[src/rtl/video_timing_monitor.sv]
// video_timing_monitor: measures the line and frame timing of a tpg
// hs/vs/vld/rgb stream, checksums active pixels, and compares the results
// against programmed expected values at every frame boundary.
module video_timing_monitor #(
   parameter int unsigned PW      = 8,
   parameter int unsigned H_BITS  = 12,
   parameter int unsigned V_BITS  = 12,
   parameter int unsigned CS_BITS = 32
) (
   input  logic                clk,
   input  logic                rst_n,
   input  logic                hs,
   input  logic                vs,
   input  logic                vld,
   input  logic [3*PW-1:0]     rgb,
   input  logic [H_BITS-1:0]   exp_htotal,
   input  logic [H_BITS-1:0]   exp_hact,
   input  logic [V_BITS-1:0]   exp_vtotal,
   input  logic [V_BITS-1:0]   exp_vact,
   input  logic                clr_err,
   output logic [H_BITS-1:0]   meas_htotal_q,
   output logic [H_BITS-1:0]   meas_hact_q,
   output logic [V_BITS-1:0]   meas_vtotal_q,
   output logic [V_BITS-1:0]   meas_vact_q,
   output logic [CS_BITS-1:0]  checksum_q,
   output logic                frame_done_q,
   output logic                locked_q,
   output logic [4:0]          err_q
);

   typedef enum logic {ST_SEARCH = 1'b0, ST_RUN = 1'b1} state_t;

   state_t              r_state, w_state_nxt;
   logic                r_hs_d, r_vs_d;
   logic                w_hs_rise, w_vs_rise;

   logic [H_BITS-1:0]   r_cyc, r_pix, r_ref_htotal, r_first_hact, r_last_hact;
   logic [V_BITS-1:0]   r_lines, r_act_lines;
   logic [CS_BITS-1:0]  r_checksum;
   logic                r_ref_valid, r_seen_hs, r_frame_err;

   logic [H_BITS-1:0]   w_cyc_nxt, w_pix_nxt, w_ref_htotal_nxt, w_first_hact_nxt, w_last_hact_nxt;
   logic [V_BITS-1:0]   w_lines_nxt, w_act_lines_nxt;
   logic [CS_BITS-1:0]  w_checksum_nxt;
   logic                w_ref_valid_nxt, w_seen_hs_nxt, w_frame_err_nxt;
   logic [H_BITS-1:0]   w_period;

   logic [H_BITS-1:0]   w_meas_htotal_nxt, w_meas_hact_nxt;
   logic [V_BITS-1:0]   w_meas_vtotal_nxt, w_meas_vact_nxt;
   logic [CS_BITS-1:0]  w_cs_pub_nxt;
   logic                w_frame_done_nxt, w_locked_nxt;
   logic [4:0]          w_err_set, w_err_nxt;
   logic                w_mis_ht, w_mis_ha, w_mis_vt, w_mis_va;

   function automatic logic [H_BITS-1:0] inc_h(input logic [H_BITS-1:0] x);
      return (x == '1) ? x : x + 1'b1;
   endfunction

   function automatic logic [V_BITS-1:0] inc_v(input logic [V_BITS-1:0] x);
      return (x == '1) ? x : x + 1'b1;
   endfunction

   assign w_hs_rise = hs & ~r_hs_d;
   assign w_vs_rise = vs & ~r_vs_d;
   assign w_period  = inc_h(r_cyc);

   // Next-state, frame accumulation and publication logic.
   // Order inside RUN: close the open line on either edge (old pix), then
   // publish and clear on vs, then apply hs and vld to the (possibly new)
   // frame. A coincident hs therefore lands as line 1 with no period.
   always_comb begin
      w_state_nxt       = r_state;
      w_cyc_nxt         = r_cyc;
      w_pix_nxt         = r_pix;
      w_ref_htotal_nxt  = r_ref_htotal;
      w_first_hact_nxt  = r_first_hact;
      w_last_hact_nxt   = r_last_hact;
      w_lines_nxt       = r_lines;
      w_act_lines_nxt   = r_act_lines;
      w_checksum_nxt    = r_checksum;
      w_ref_valid_nxt   = r_ref_valid;
      w_seen_hs_nxt     = r_seen_hs;
      w_frame_err_nxt   = r_frame_err;
      w_meas_htotal_nxt = meas_htotal_q;
      w_meas_hact_nxt   = meas_hact_q;
      w_meas_vtotal_nxt = meas_vtotal_q;
      w_meas_vact_nxt   = meas_vact_q;
      w_cs_pub_nxt      = checksum_q;
      w_frame_done_nxt  = 1'b0;
      w_locked_nxt      = locked_q;
      w_err_set         = '0;
      w_mis_ht          = 1'b0;
      w_mis_ha          = 1'b0;
      w_mis_vt          = 1'b0;
      w_mis_va          = 1'b0;

      case (r_state)
         ST_SEARCH: begin
            if (w_vs_rise) begin
               w_cyc_nxt        = '0;
               w_pix_nxt        = '0;
               w_ref_htotal_nxt = '0;
               w_first_hact_nxt = '0;
               w_last_hact_nxt  = '0;
               w_lines_nxt      = '0;
               w_act_lines_nxt  = '0;
               w_checksum_nxt   = '0;
               w_ref_valid_nxt  = 1'b0;
               w_seen_hs_nxt    = 1'b0;
               w_frame_err_nxt  = 1'b0;
               w_state_nxt      = ST_RUN;
            end
         end
         ST_RUN: begin
            w_cyc_nxt = inc_h(r_cyc);

            if (w_hs_rise || w_vs_rise) begin
               if (r_pix != '0) begin
                  w_act_lines_nxt = inc_v(r_act_lines);
                  w_last_hact_nxt = r_pix;
                  if (r_act_lines == '0) begin
                     w_first_hact_nxt = r_pix;
                  end else if (r_pix != r_first_hact) begin
                     w_err_set[1]    = 1'b1;
                     w_frame_err_nxt = 1'b1;
                  end
               end
               w_pix_nxt = '0;
            end

            if (w_vs_rise) begin
               w_meas_htotal_nxt = r_ref_htotal;
               w_meas_hact_nxt   = w_last_hact_nxt;
               w_meas_vtotal_nxt = r_lines;
               w_meas_vact_nxt   = w_act_lines_nxt;
               w_cs_pub_nxt      = r_checksum;
               w_frame_done_nxt  = 1'b1;
               w_mis_ht          = (r_ref_htotal != exp_htotal);
               w_mis_ha          = (w_last_hact_nxt != exp_hact);
               w_mis_vt          = (r_lines != exp_vtotal);
               w_mis_va          = (w_act_lines_nxt != exp_vact);
               w_err_set[0]      = w_mis_ht;
               w_err_set[1]      = w_err_set[1] | w_mis_ha;
               w_err_set[2]      = w_mis_vt;
               w_err_set[3]      = w_mis_va;
               w_locked_nxt      = ~(w_mis_ht | w_mis_ha | w_mis_vt | w_mis_va | w_frame_err_nxt);
               w_cyc_nxt         = '0;
               w_ref_htotal_nxt  = '0;
               w_first_hact_nxt  = '0;
               w_last_hact_nxt   = '0;
               w_lines_nxt       = '0;
               w_act_lines_nxt   = '0;
               w_checksum_nxt    = '0;
               w_ref_valid_nxt   = 1'b0;
               w_seen_hs_nxt     = 1'b0;
               w_frame_err_nxt   = 1'b0;
            end

            if (w_hs_rise) begin
               if (w_seen_hs_nxt) begin
                  if (!w_ref_valid_nxt) begin
                     w_ref_htotal_nxt = w_period;
                     w_ref_valid_nxt  = 1'b1;
                  end else if (w_period != w_ref_htotal_nxt) begin
                     w_err_set[4]    = 1'b1;
                     w_frame_err_nxt = 1'b1;
                  end
               end
               w_seen_hs_nxt = 1'b1;
               w_cyc_nxt     = '0;
               w_lines_nxt   = inc_v(w_lines_nxt);
            end

            if (vld) begin
               w_pix_nxt      = inc_h(w_pix_nxt);
               w_checksum_nxt = w_checksum_nxt + CS_BITS'(rgb);
            end
         end
         default: w_state_nxt = ST_SEARCH;
      endcase

      w_err_nxt = (clr_err ? 5'b0 : err_q) | w_err_set;
   end

   // State register plus all accumulators and published results.
   always_ff @(posedge clk or negedge rst_n) begin
      if (!rst_n) begin
         r_state       <= ST_SEARCH;
         r_hs_d        <= 1'b0;
         r_vs_d        <= 1'b0;
         r_cyc         <= '0;
         r_pix         <= '0;
         r_ref_htotal  <= '0;
         r_first_hact  <= '0;
         r_last_hact   <= '0;
         r_lines       <= '0;
         r_act_lines   <= '0;
         r_checksum    <= '0;
         r_ref_valid   <= 1'b0;
         r_seen_hs     <= 1'b0;
         r_frame_err   <= 1'b0;
         meas_htotal_q <= '0;
         meas_hact_q   <= '0;
         meas_vtotal_q <= '0;
         meas_vact_q   <= '0;
         checksum_q    <= '0;
         frame_done_q  <= 1'b0;
         locked_q      <= 1'b0;
         err_q         <= '0;
      end else begin
         r_state       <= w_state_nxt;
         r_hs_d        <= hs;
         r_vs_d        <= vs;
         r_cyc         <= w_cyc_nxt;
         r_pix         <= w_pix_nxt;
         r_ref_htotal  <= w_ref_htotal_nxt;
         r_first_hact  <= w_first_hact_nxt;
         r_last_hact   <= w_last_hact_nxt;
         r_lines       <= w_lines_nxt;
         r_act_lines   <= w_act_lines_nxt;
         r_checksum    <= w_checksum_nxt;
         r_ref_valid   <= w_ref_valid_nxt;
         r_seen_hs     <= w_seen_hs_nxt;
         r_frame_err   <= w_frame_err_nxt;
         meas_htotal_q <= w_meas_htotal_nxt;
         meas_hact_q   <= w_meas_hact_nxt;
         meas_vtotal_q <= w_meas_vtotal_nxt;
         meas_vact_q   <= w_meas_vact_nxt;
         checksum_q    <= w_cs_pub_nxt;
         frame_done_q  <= w_frame_done_nxt;
         locked_q      <= w_locked_nxt;
         err_q         <= w_err_nxt;
      end
   end

endmodule

[config.mk]
export PLATFORM = sky130hd
export DESIGN_NAME = video_timing_monitor
export DESIGN_NICKNAME = d
export VERILOG_FILES = /design/src/rtl/video_timing_monitor.sv
export SDC_FILE = /design/constraint.sdc
export NUM_CORES = 1
export LEC_CHECK = 0
export BUFFER_PORTS_ARGS = -buffer_cell sky130_fd_sc_hd__buf_2
export CAP_MARGIN = 10
export CORE_MARGIN = 5
export CORE_UTILIZATION = 40
export DETAILED_ROUTE_END_ITERATION = 6
export HOLD_SLACK_MARGIN = 0.12
export REMOVE_ABC_BUFFERS = 1
export SETUP_SLACK_MARGIN = 0.15
export SKIP_CTS_REPAIR_TIMING = 1
export SLEW_MARGIN = 25
export SYNTH_ARGS = -nofsm -noshare
export SYNTH_HDL_FRONTEND = slang
export SYNTH_SLANG_ARGS = --single-unit
[constraint.sdc]
create_clock -name clk -period 5.4 [get_ports clk]
set_input_delay 0 -clock clk [delete_from_list [all_inputs] [get_ports clk]]
set_output_delay 0 -clock clk [all_outputs]
set_load 0.05 [all_outputs]
==> metrics.md <==
| Metric | Value |
|---|---|
| Status | `finished, final reports clean` |
| Post-synth EDFFs | `0` |
| Row cnt | `63` |
| Share of cells above drive strength 1 | `0.200` |
| Commonest non-fill, non-tap cell in the layout | `dfrtp_1` |
| Slew Viols, Final | `0` |
| Die Wd | `184 um` |
| Commonest non-fill, non-tap cells in the layout | `dfrtp_1, buf_2, nand2_1, o21ai_0, a21oi_1` |
| Clock Path Buffers | `3` |
| CTS tree | `done` |
| Via count | `10.4k` |
| GR peak layer | `met2` |
| Leak Pwr | `6.52 nW` |
| Headroom to the max-slew limit | `0.362` |
| Final setup vio count | `0` |
| Final WL | `33000 um` |
| Largest net degree at the start of global routing | `123` |
| WS Path Type | `register to register` |
| Fill cells | `2841` |
| Post-layout instance area | `14400 um2` |
| Wire length per cell | `17.7 um` |
| Clock sinks | `209` |
| Seq/Total Area, Yosys | `0.430` |
| CTS root buf | `clkbuf_16` |
| Post-DRT Antenna Nets | `0` |
| First DRT Iteration DRCs | `843` |
| Setup crit end kind | `register` |
| Yosys warns | `0` |
| Worst slew pin tran | `0.956 ns` |
| Met3 Resource Use GR | `0.0375` |
| Yosys reg bits | `209` |
| Worst-path clk slew | `0.06 ns` |
| CP Max Fanout | `20` |
| Ports | `165` |
| CP Launch Type | `register` |
| Pre-Repair DR Iteration Count | `5` |
| Max Freq | `244 MHz` |
| Final critical-path required period | `4.09 ns` |
| Tcrit/Tclk final | `0.758` |
| Gr ovfl total | `0` |
| Max Cap Violations | `0` |
| First-pass GRT wire length | `53700 um` |
| Peak supply drop | `0.438 mV` |
| Multi-input gate area | `6460 um2` |
| GR Util met2 | `0.293` |
| Register area | `5230 um2` |
| Yosys cell types | `68` |
| Area of placed instances | `13200 um2` |
| GPL Wtd Cong | `0.881` |
| Die area | `34000 um2` |
| CTS buffer count | `26` |
| GRT Overall Usage | `0.190` |
| Initial Util | `0.408` |
| Port bufs | `164` |
| Htree depth | `1` |
| WP data arrival | `4.45 ns` |
| Die Height | `184 um` |
| Ys flop type | `dfrtp_1` |
| RSZ-0062 raised after global routing | `false` |
| Final hold vios | `0` |
| Initial antenna violation count | `0` |
| Final Util | `0.482` |
| Clock Skew | `0.0136 ns` |
| Clock Latency Late Sink | `0.52 ns` |
| Synth Instances | `1308` |
| Mapped Area | `12200 um2` |
| Routed vias/inst | `5.57` |
| Vias in the first global route | `10.0k` |
| Final nets | `1562` |
| Post-synth ARST share | `1.00` |
| Hold Path Class | `input pin to async pin` |
| Residual DRC count | `0` |
| Core Region | `29900 um2` |
| Area delta synth->final | `18.3%` |
| WP data required | `5.75 ns` |
| Post-DP HPWL | `22800 um` |
| Syn avg cell area | `9.31 um2` |
| Diode count | `0` |
| Pwr/cell area | `399 nW/um2` |
| Met1 global-route usage | `0.277` |
## area by class of cell
class,instances,area share
multi-input cells,977,0.448
flip-flops and latches,209,0.363
repair buffers,204,0.0846
clock buffers,33,0.0506
well taps,390,0.0339
clock inverters,13,0.0101
inverters,36,0.00938
## through the flow
step	TNS (ns)	hold slack (ns)	setup WS [ns]	std cells	total power, mW
finish	0	0.0580	1.31	1862	5.74
floorplan	-63.49	-0.296	-0.980	1222	3.45
global placement	0	0.0536	1.52	1786	3.94
detailed placement	0	0.0467	1.47	1786	3.96
global route	0	0.125	1.13	1862	6.08
CTS	0	-0.514	1.45	1832	5.77
## flip-flops by register name (all words and copies together) (netlist names), 5 cells and up
signal and flops:
r_last_hact 12, r_lines 12, meas_vtotal_q 12, meas_htotal_q 12, meas_vact_q 12, r_pix 12, r_cyc 12, err_q 5
r_checksum 32, meas_hact_q 12, checksum_q 32, r_first_hact 12, r_act_lines 12, r_ref_htotal 12
## synthesized netlist by cell type (9+ instances only)
cell        n  share of area
mux2_2     56          0.052
xor2_1     50          0.036
nor2_1     69          0.021
dfrtp_1   209           0.43
o21ai_0    94          0.039
a22oi_1    17          0.010
mux2i_1    11         0.0090
nor3_1     15         0.0062
nand3_1    54          0.022
nand2_1   161          0.050
nand4_1    25          0.013
inv_1      35          0.011
a22o_1     17          0.012
a21o_1      9         0.0055
a211oi_1   14         0.0086
nand2b_1   16         0.0082
ha_1       29          0.030
clkbuf_1   65          0.020
a21oi_1    70          0.029
o22ai_1    12         0.0062
nor4_1     21          0.011
buf_2      14         0.0058
xnor2_1    62          0.045
and2_1     32          0.016
and3_1     17         0.0087
## cell families after synthesis
logic type	synth area share
and+or+nand+nor	0.189
buffers and inverters	0.0415
adders and majority gates	0.0314
AOI/OAI and AO/OA	0.166
xor gates and xnor gates	0.0806
DFF	0.430
muxes	0.0627
## worst paths after layout
kind / startpoint / slack, ns / cells after the start / endpoint
max: r_pix[7] / 1.31 / 9 / err_q[3]
min: rst_n / 0.06 / 2 / meas_hact_q[0]
max reg2reg: r_pix[7] / 1.31 / 9 / err_q[3]
min reg2reg: meas_vtotal_q[6] / 0.47 / 2 / meas_vtotal_q[6]
max in group asynchronous: rst_n / 4.21 / 3 / checksum_q[22]
min in group clk: rgb[6] / 0.09 / 4 / r_checksum[6]
## power breakdown
| part | total, mW | internal [mW] | switching [mW] |
|---|---|---|---|
| Combinational | 1.93 | 0.693 | 1.24 |
| Sequential | 2.04 | 1.83 | 0.209 |
| Clock | 1.77 | 1.09 | 0.678 |
| Total | 5.74 | 3.62 | 2.13 |
## per-layer routing
| layer | vias up | wire (um) | part of all wire |
|---|---|---|---|
| li1 | 4997 | - | - |
| met1 | 5005 | 15700 | 0.48 |
| met2 | 324 | 14500 | 0.44 |
| met3 | 46 | 2040 | 0.062 |
| met4 | 0 | 726 | 0.022 |
| met5 | - | 0 | 0 |
## worst max-delay path: stages, from the launching register on
cell,delay (ns)
dfrtp_1,0.57
or4_1,0.73
o32ai_4,0.88
nor3_1,0.17
mux2i_1,0.38
o22ai_1,0.15
a21oi_1,0.14
and4_1,0.25
dlygate4sd3_1,0.57
o22ai_1,0.07
Note: power is estimated with default switching activity, not from simulation.
